<file path="src/rtl/uart_pkg.sv">
// Shared UART definitions: frame constants and the transmitter state encoding.
// Used by uart_tx and intended to supply DATA_BITS to uart_rx as well.
package uart_pkg;

   localparam int   DATA_BITS = 8;
   localparam logic LINE_IDLE = 1'b1;
   localparam logic START_BIT = 1'b0;

   // PARITY is always part of the encoding so both build flavours share one type;
   // it is only ever entered when UART_TX_PARITY_EN is defined.
   typedef enum logic [2:0] {
      IDLE   = 3'd0,
      START  = 3'd1,
      DATA   = 3'd2,
      PARITY = 3'd3,
      STOP   = 3'd4
   } tx_state_e;

endpackage : uart_pkg

</file>
<file path="src/rtl/uart_tx.sv">
// 8N1 / 8N2 UART transmitter with a one-entry holding buffer, driven by the shared
// one-clk-per-bit baud tick. Bytes are sent LSB first; a byte buffered during a
// frame follows the final stop bit with no idle gap.
// Optional feature: define UART_TX_PARITY_EN to insert a parity bit between the
// data and stop bits (PARITY_ODD selects odd parity).
module uart_tx
   import uart_pkg::*;
#(
   parameter int STOP_BITS  = 1,
   parameter int PARITY_ODD = 0
) (
   input  logic                 clk,
   input  logic                 rst,
   input  logic                 tick,
   input  logic [DATA_BITS-1:0] tx_data,
   input  logic                 tx_start,
   output logic                 tx_ready,
   output logic                 tx_busy,
   output logic                 tx_done,
   output logic                 tx
);

   localparam int                CNT_W     = $clog2(DATA_BITS);
   localparam logic [CNT_W-1:0]  LAST_BIT  = CNT_W'(DATA_BITS - 1);
   // Stop-bit counter is one bit wide: value of the counter during the final stop bit.
   localparam logic              STOP_LAST = (STOP_BITS == 2);

   // Reject configurations the stop counter and parity logic cannot represent.
   if (STOP_BITS < 1 || STOP_BITS > 2 || PARITY_ODD < 0 || PARITY_ODD > 1) begin : g_bad_cfg
      $error("uart_tx: STOP_BITS must be 1 or 2 and PARITY_ODD must be 0 or 1");
   end

   tx_state_e             state_q, state_d;
   logic [DATA_BITS-1:0]  buf_q, buf_d;
   logic                  buf_empty_q, buf_empty_d;
   logic [DATA_BITS-1:0]  shift_q, shift_d;
   logic [CNT_W-1:0]      bit_cnt_q, bit_cnt_d;
   logic                  stop_cnt_q, stop_cnt_d;
   logic                  tx_q, tx_d;
   logic                  done_q, done_d;
   logic                  busy_q, busy_d;
`ifdef UART_TX_PARITY_EN
   logic                  parity_q, parity_d;
`endif

   logic stop_last;
   assign stop_last = (stop_cnt_q == STOP_LAST);

   // State register: synchronous reset abandons any frame in flight.
   always_ff @(posedge clk) begin
      // NOTE: sequential state uses non-blocking assignments so every flop samples
      // the pre-edge values regardless of statement order.
      if (rst) state_q <= IDLE;
      else     state_q <= state_d;
   end

   // Next-state logic: the FSM advances only on clk edges that carry a baud tick.
   always_comb begin
      state_d = state_q;
      if (tick) begin
         unique case (state_q)
            IDLE:   if (!buf_empty_q) state_d = START;
            START:  state_d = DATA;
`ifdef UART_TX_PARITY_EN
            DATA:   if (bit_cnt_q == LAST_BIT) state_d = PARITY;
            PARITY: state_d = STOP;
`else
            DATA:   if (bit_cnt_q == LAST_BIT) state_d = STOP;
`endif
            STOP:   if (stop_last) state_d = buf_empty_q ? IDLE : START;
            default: state_d = IDLE;
         endcase
      end
   end

   // Output / datapath logic: buffer accept, shifter load and the next line value.
   always_comb begin
      // NOTE: every signal gets its hold value first so no path through the case
      // leaves one unassigned, which would otherwise infer a latch.
      buf_d       = buf_q;
      buf_empty_d = buf_empty_q;
      shift_d     = shift_q;
      bit_cnt_d   = bit_cnt_q;
      stop_cnt_d  = stop_cnt_q;
      tx_d        = tx_q;
      done_d      = 1'b0;
`ifdef UART_TX_PARITY_EN
      parity_d    = parity_q;
`endif

      // Accept only into an empty buffer; a drain needs a full buffer, so the two
      // can never collide on the same edge.
      if (tx_start && buf_empty_q) begin
         buf_d       = tx_data;
         buf_empty_d = 1'b0;
      end

      if (tick) begin
         unique case (state_q)
            IDLE: begin
               if (!buf_empty_q) begin
                  shift_d     = buf_q;
                  buf_empty_d = 1'b1;
                  tx_d        = START_BIT;
`ifdef UART_TX_PARITY_EN
                  parity_d    = ^buf_q;
`endif
               end else begin
                  tx_d = LINE_IDLE;
               end
            end
            START: begin
               tx_d      = shift_q[0];
               bit_cnt_d = '0;
            end
            DATA: begin
               if (bit_cnt_q == LAST_BIT) begin
                  stop_cnt_d = 1'b0;
`ifdef UART_TX_PARITY_EN
                  tx_d = parity_q ^ 1'(PARITY_ODD);
`else
                  tx_d = LINE_IDLE;
`endif
               end else begin
                  shift_d   = shift_q >> 1;
                  bit_cnt_d = bit_cnt_q + CNT_W'(1);
                  tx_d      = shift_q[1];
               end
            end
`ifdef UART_TX_PARITY_EN
            PARITY: begin
               stop_cnt_d = 1'b0;
               tx_d       = LINE_IDLE;
            end
`endif
            STOP: begin
               if (stop_last) begin
                  done_d = 1'b1;
                  if (!buf_empty_q) begin
                     // Chain straight into the next start bit: no idle gap.
                     shift_d     = buf_q;
                     buf_empty_d = 1'b1;
                     tx_d        = START_BIT;
`ifdef UART_TX_PARITY_EN
                     parity_d    = ^buf_q;
`endif
                  end else begin
                     tx_d = LINE_IDLE;
                  end
               end else begin
                  stop_cnt_d = stop_cnt_q + 1'b1;
                  tx_d       = LINE_IDLE;
               end
            end
            default: tx_d = LINE_IDLE;
         endcase
      end
   end

   assign busy_d = (state_d != IDLE);

   // Datapath and registered outputs.
   always_ff @(posedge clk) begin
      // NOTE: the holding buffer and shifter are cleared on reset as well, so a byte
      // pending at reset can never leak into a later frame.
      if (rst) begin
         buf_q       <= '0;
         buf_empty_q <= 1'b1;
         shift_q     <= '0;
         bit_cnt_q   <= '0;
         stop_cnt_q  <= 1'b0;
         tx_q        <= LINE_IDLE;
         done_q      <= 1'b0;
         busy_q      <= 1'b0;
`ifdef UART_TX_PARITY_EN
         parity_q    <= 1'b0;
`endif
      end else begin
         buf_q       <= buf_d;
         buf_empty_q <= buf_empty_d;
         shift_q     <= shift_d;
         bit_cnt_q   <= bit_cnt_d;
         stop_cnt_q  <= stop_cnt_d;
         tx_q        <= tx_d;
         done_q      <= done_d;
         busy_q      <= busy_d;
`ifdef UART_TX_PARITY_EN
         parity_q    <= parity_d;
`endif
      end
   end

   assign tx       = tx_q;
   assign tx_ready = buf_empty_q;
   assign tx_busy  = busy_q;
   assign tx_done  = done_q;

endmodule : uart_tx
</file>
<file path="config.mk">
export PLATFORM = sky130hd
export DESIGN_NAME = uart_tx
export DESIGN_NICKNAME = d
export VERILOG_FILES = /design/src/rtl/uart_pkg.sv /design/src/rtl/uart_tx.sv
export SDC_FILE = /design/constraint.sdc
export NUM_CORES = 1
export LEC_CHECK = 0
export CORE_MARGIN = 2
export CORE_UTILIZATION = 52
export CTS_CLUSTER_SIZE = 12
export DETAILED_ROUTE_END_ITERATION = 12
export MAX_ROUTING_LAYER = met4
export PLACE_DENSITY = 0.76
export SYNTH_ARGS = -nofsm -noshare
export SYNTH_HDL_FRONTEND = slang
export SYNTH_SLANG_ARGS = --single-unit
</file>
<file path="constraint.sdc">
create_clock -name clk -period 2 [get_ports clk]
set_input_delay 0.6 -clock clk [delete_from_list [all_inputs] [get_ports clk]]
set_output_delay 0.6 -clock clk [all_outputs]
set_load 0.01 [all_outputs]
</file>
==> results.cfg <==
[pwr]
ir_drop_mv = 0.535
power.share.sequential_pct = 57.2
power.total_mw = 0.983
pwr-share-clk_pct = 27.6
p_leak_nw = 0.491
p_sw_share_pct = 25.1
powerDensity_nw_per_um2 = 708
p_int_mw = 0.736
p_switching_mw = 0.247
p_comb_share_pct = 15.2

[yosys]
synth_top_cell_by_area = dfxtp_1
netlist_instances = 125
ys_seq_elements = 26
syn_area_per_cell_um2 = 9.20
yosys_warnings = 0
synth_area_leaders = dfxtp_1, mux2i_1, nor2_1
synth.top_cell.area_share_pct = 45.3
syn_area_um2 = 1150
mappedNetlistNets = 139
ys_seq_area_share_pct = 45.3
ys_types = 30

[sta]
setup-violations-final = 0
min_period_over_period_pct = 91.2
max_freq_mhz = 548
worst_pin_slew_ns = 0.447
setup_ws_ns = 0.176
maxSlewHeadroom_pct = 69.9
period_minus_slack_ns = 1.82
finalSetupTns_ns = 0
finalHoldViolCount = 0
finClkSkew_ns = 0.00347
maxSlewViolCount = 0
rsz0062_at_grt = false

[layout]
final_common_cell = dfxtp_1
syn_to_final_growth_pct = 20.8
design_area_um2 = 1390
nFillCells = 183
diodes = 0
drive_gt1_share_pct = 14.1
regArea_um2 = 520
fin_util_pct = 64.6
nets = 157
most-common-layout-cells = dfxtp_1, nor2_1, clkdlybuf4s50_1
multi_input_area_um2 = 578

[floorplan]
initial_core_util_pct = 53.5
dieHeight_um = 51.0
io_pins = 16
core_area_um2 = 2150
dieArea_um2 = 2600
fp.dieW_um = 51.0
rows = 17

[routing]
routed_via_density = 5.39
wl_um = 2190
via_count = 917
drt-initial-drc-count = 13
wl_per_cell_um = 12.9
dr.pass1.iters = 4
post-route-drc-count = 0
antenna_left = 0

[flow_run]
drv_cap = 0

[cts]
htreeDepth = 1
cts_root_buffer = clkbuf_4
postCtsHoldBufs = 0
clk_path_buf_depth = 2
post_cts_buffers = 0
cts_sinks = 26
insertion_delay_ns = 0.33
clk_pin_slew_worst_paths_ns = 0.14
cts_tree = done
post_cts_resized = 0
numCtsBuffers = 3

[critical_path]
reg2reg_slack_ns = 0.18
critPathKind = reg -> out
cp_top_family = buffers and inverters
critPathBufInv = 1
crit_slowest_cell = clkdlybuf4s50_1
critPathMaxStageDelay_ns = 0.53
reg2reg_from = bit_cnt_q[0]
cp_cell_sequence = clkdlybuf4s50_1
cp-end-kind = output port
crit_arrival_ns = 1.22
cp_max_fo = 2
r2r-end = shift_q[3]
cp.depth = 1
cp-start-kind = register
worstPathRequired_ns = 1.40
crit_end = tx_ready
crit_start = tx_ready
r2r_cells = 7

[global_route]
gr-total-overflow = 0
grt_usage_pct = 20.1
grt_pass1_vias = 859
grt_max_degree = 15
grt_antenna_before_repair = 0
grt_pass1_wl_um = 3810

[status]
status = finished, final reports clean

[placement]
io_buffers = 15
dpl_cell_area_um2 = 1350
pre_cts_ws_ns = -0.000373
gp_congestion = 0.785
place_hpwl_um = 1660

[hold_path]
min_path_type = reg -> reg
how the worst min path moves through the flow:
stage                   from        to  cells after the start  slack (ns)
global route        buf_q[2]  buf_q[2]                      2        0.49
CTS                 buf_q[7]  buf_q[7]                      2        0.47
finish              buf_q[7]  buf_q[7]                      2        0.46
global placement    buf_q[7]  buf_q[7]                      2        0.44
floorplan           buf_q[7]  buf_q[7]                      2        0.43
detailed placement  buf_q[7]  buf_q[7]                      2        0.45
metal layers:
| metal | global-route usage [%] | vias up | wire length, um |
|---|---|---|---|
| li1 | - | 474 | - |
| met5 | - | - | 0 |
| met1 | 25.9 | 422 | 1020 |
| met4 | 10.4 | 0 | 36 |
| met3 | 2.63 | 4 | 57 |
| met2 | 31.0 | 17 | 1080 |
cell type report:
class,count,share of cell area [%]
inverter,1,0.270
clock buffer,4,2.61
sequential,26,37.5
multi-input combinational,89,41.6
timing repair buffer,22,15.5
tap,28,2.52
power by group through the flow:
stage | sequential [mW] | clock (mW) | combinational [mW]
after floorplan | 0.570 | 0 | 0.0934
after detailed placement | 0.574 | 0 | 0.150
final | 0.562 | 0.271 | 0.150
after CTS | 0.563 | 0.276 | 0.150
after global routing | 0.566 | 0.296 | 0.166
after global placement | 0.573 | 0 | 0.146
state kept, by name (all words and copies together), names as in the netlist:
| name | count |
|---|---|
| bit_cnt_q | 3 |
| buf_q | 8 |
| shift_q | 8 |
| state_q | 3 |
| tx | 1 |
| tx_busy | 1 |
| tx_done | 1 |
| tx_ready | 1 |
Yosys cell counts (all sizes together):
cell type / count
inv: 1
nand3b: 1
o211ai: 1
nor4: 1
or3: 1
nor3b: 2
buf: 3
o21ai: 2
mux2i: 10
and2b: 1
nand3: 9
nand2b: 4
ha: 2
o21bai: 1
o31ai: 1
clkbuf: 6
nor2: 15
a21oi: 12
nor2b: 2
a211oi: 7
or2b: 1
or3b: 1
a22oi: 3
nand2: 9
o2bb2ai: 1
or2: 2
dfxtp: 26
tightest hold or removal path: stages (launching register included):
cell and delay, ns:
dfxtp_1 0.33, nand2_1 0.05, a21oi_1 0.05
cells by family (layout without fill, tap and decap cells):
kind of cell / Yosys count / after routing / synth area share [%]
and+or+nand+nor: 49 / 49 / 21.5
buffers and inverters: 10 / 27 / 4.68
adders and majority gates: 2 / 2 / 2.18
DFF: 26 / 26 / 45.3
muxes: 10 / 10 / 8.71
AOI/OAI and AO/OA: 28 / 28 / 17.6
stage by stage:
step | hold slack (ns) | instances
floorplan | 0.432 | 125
global placement | 0.443 | 166
detailed placement | 0.447 | 166
CTS | 0.465 | 170
global route | 0.488 | 170
finish | 0.465 | 170
(Power assumes the default switching activity.)
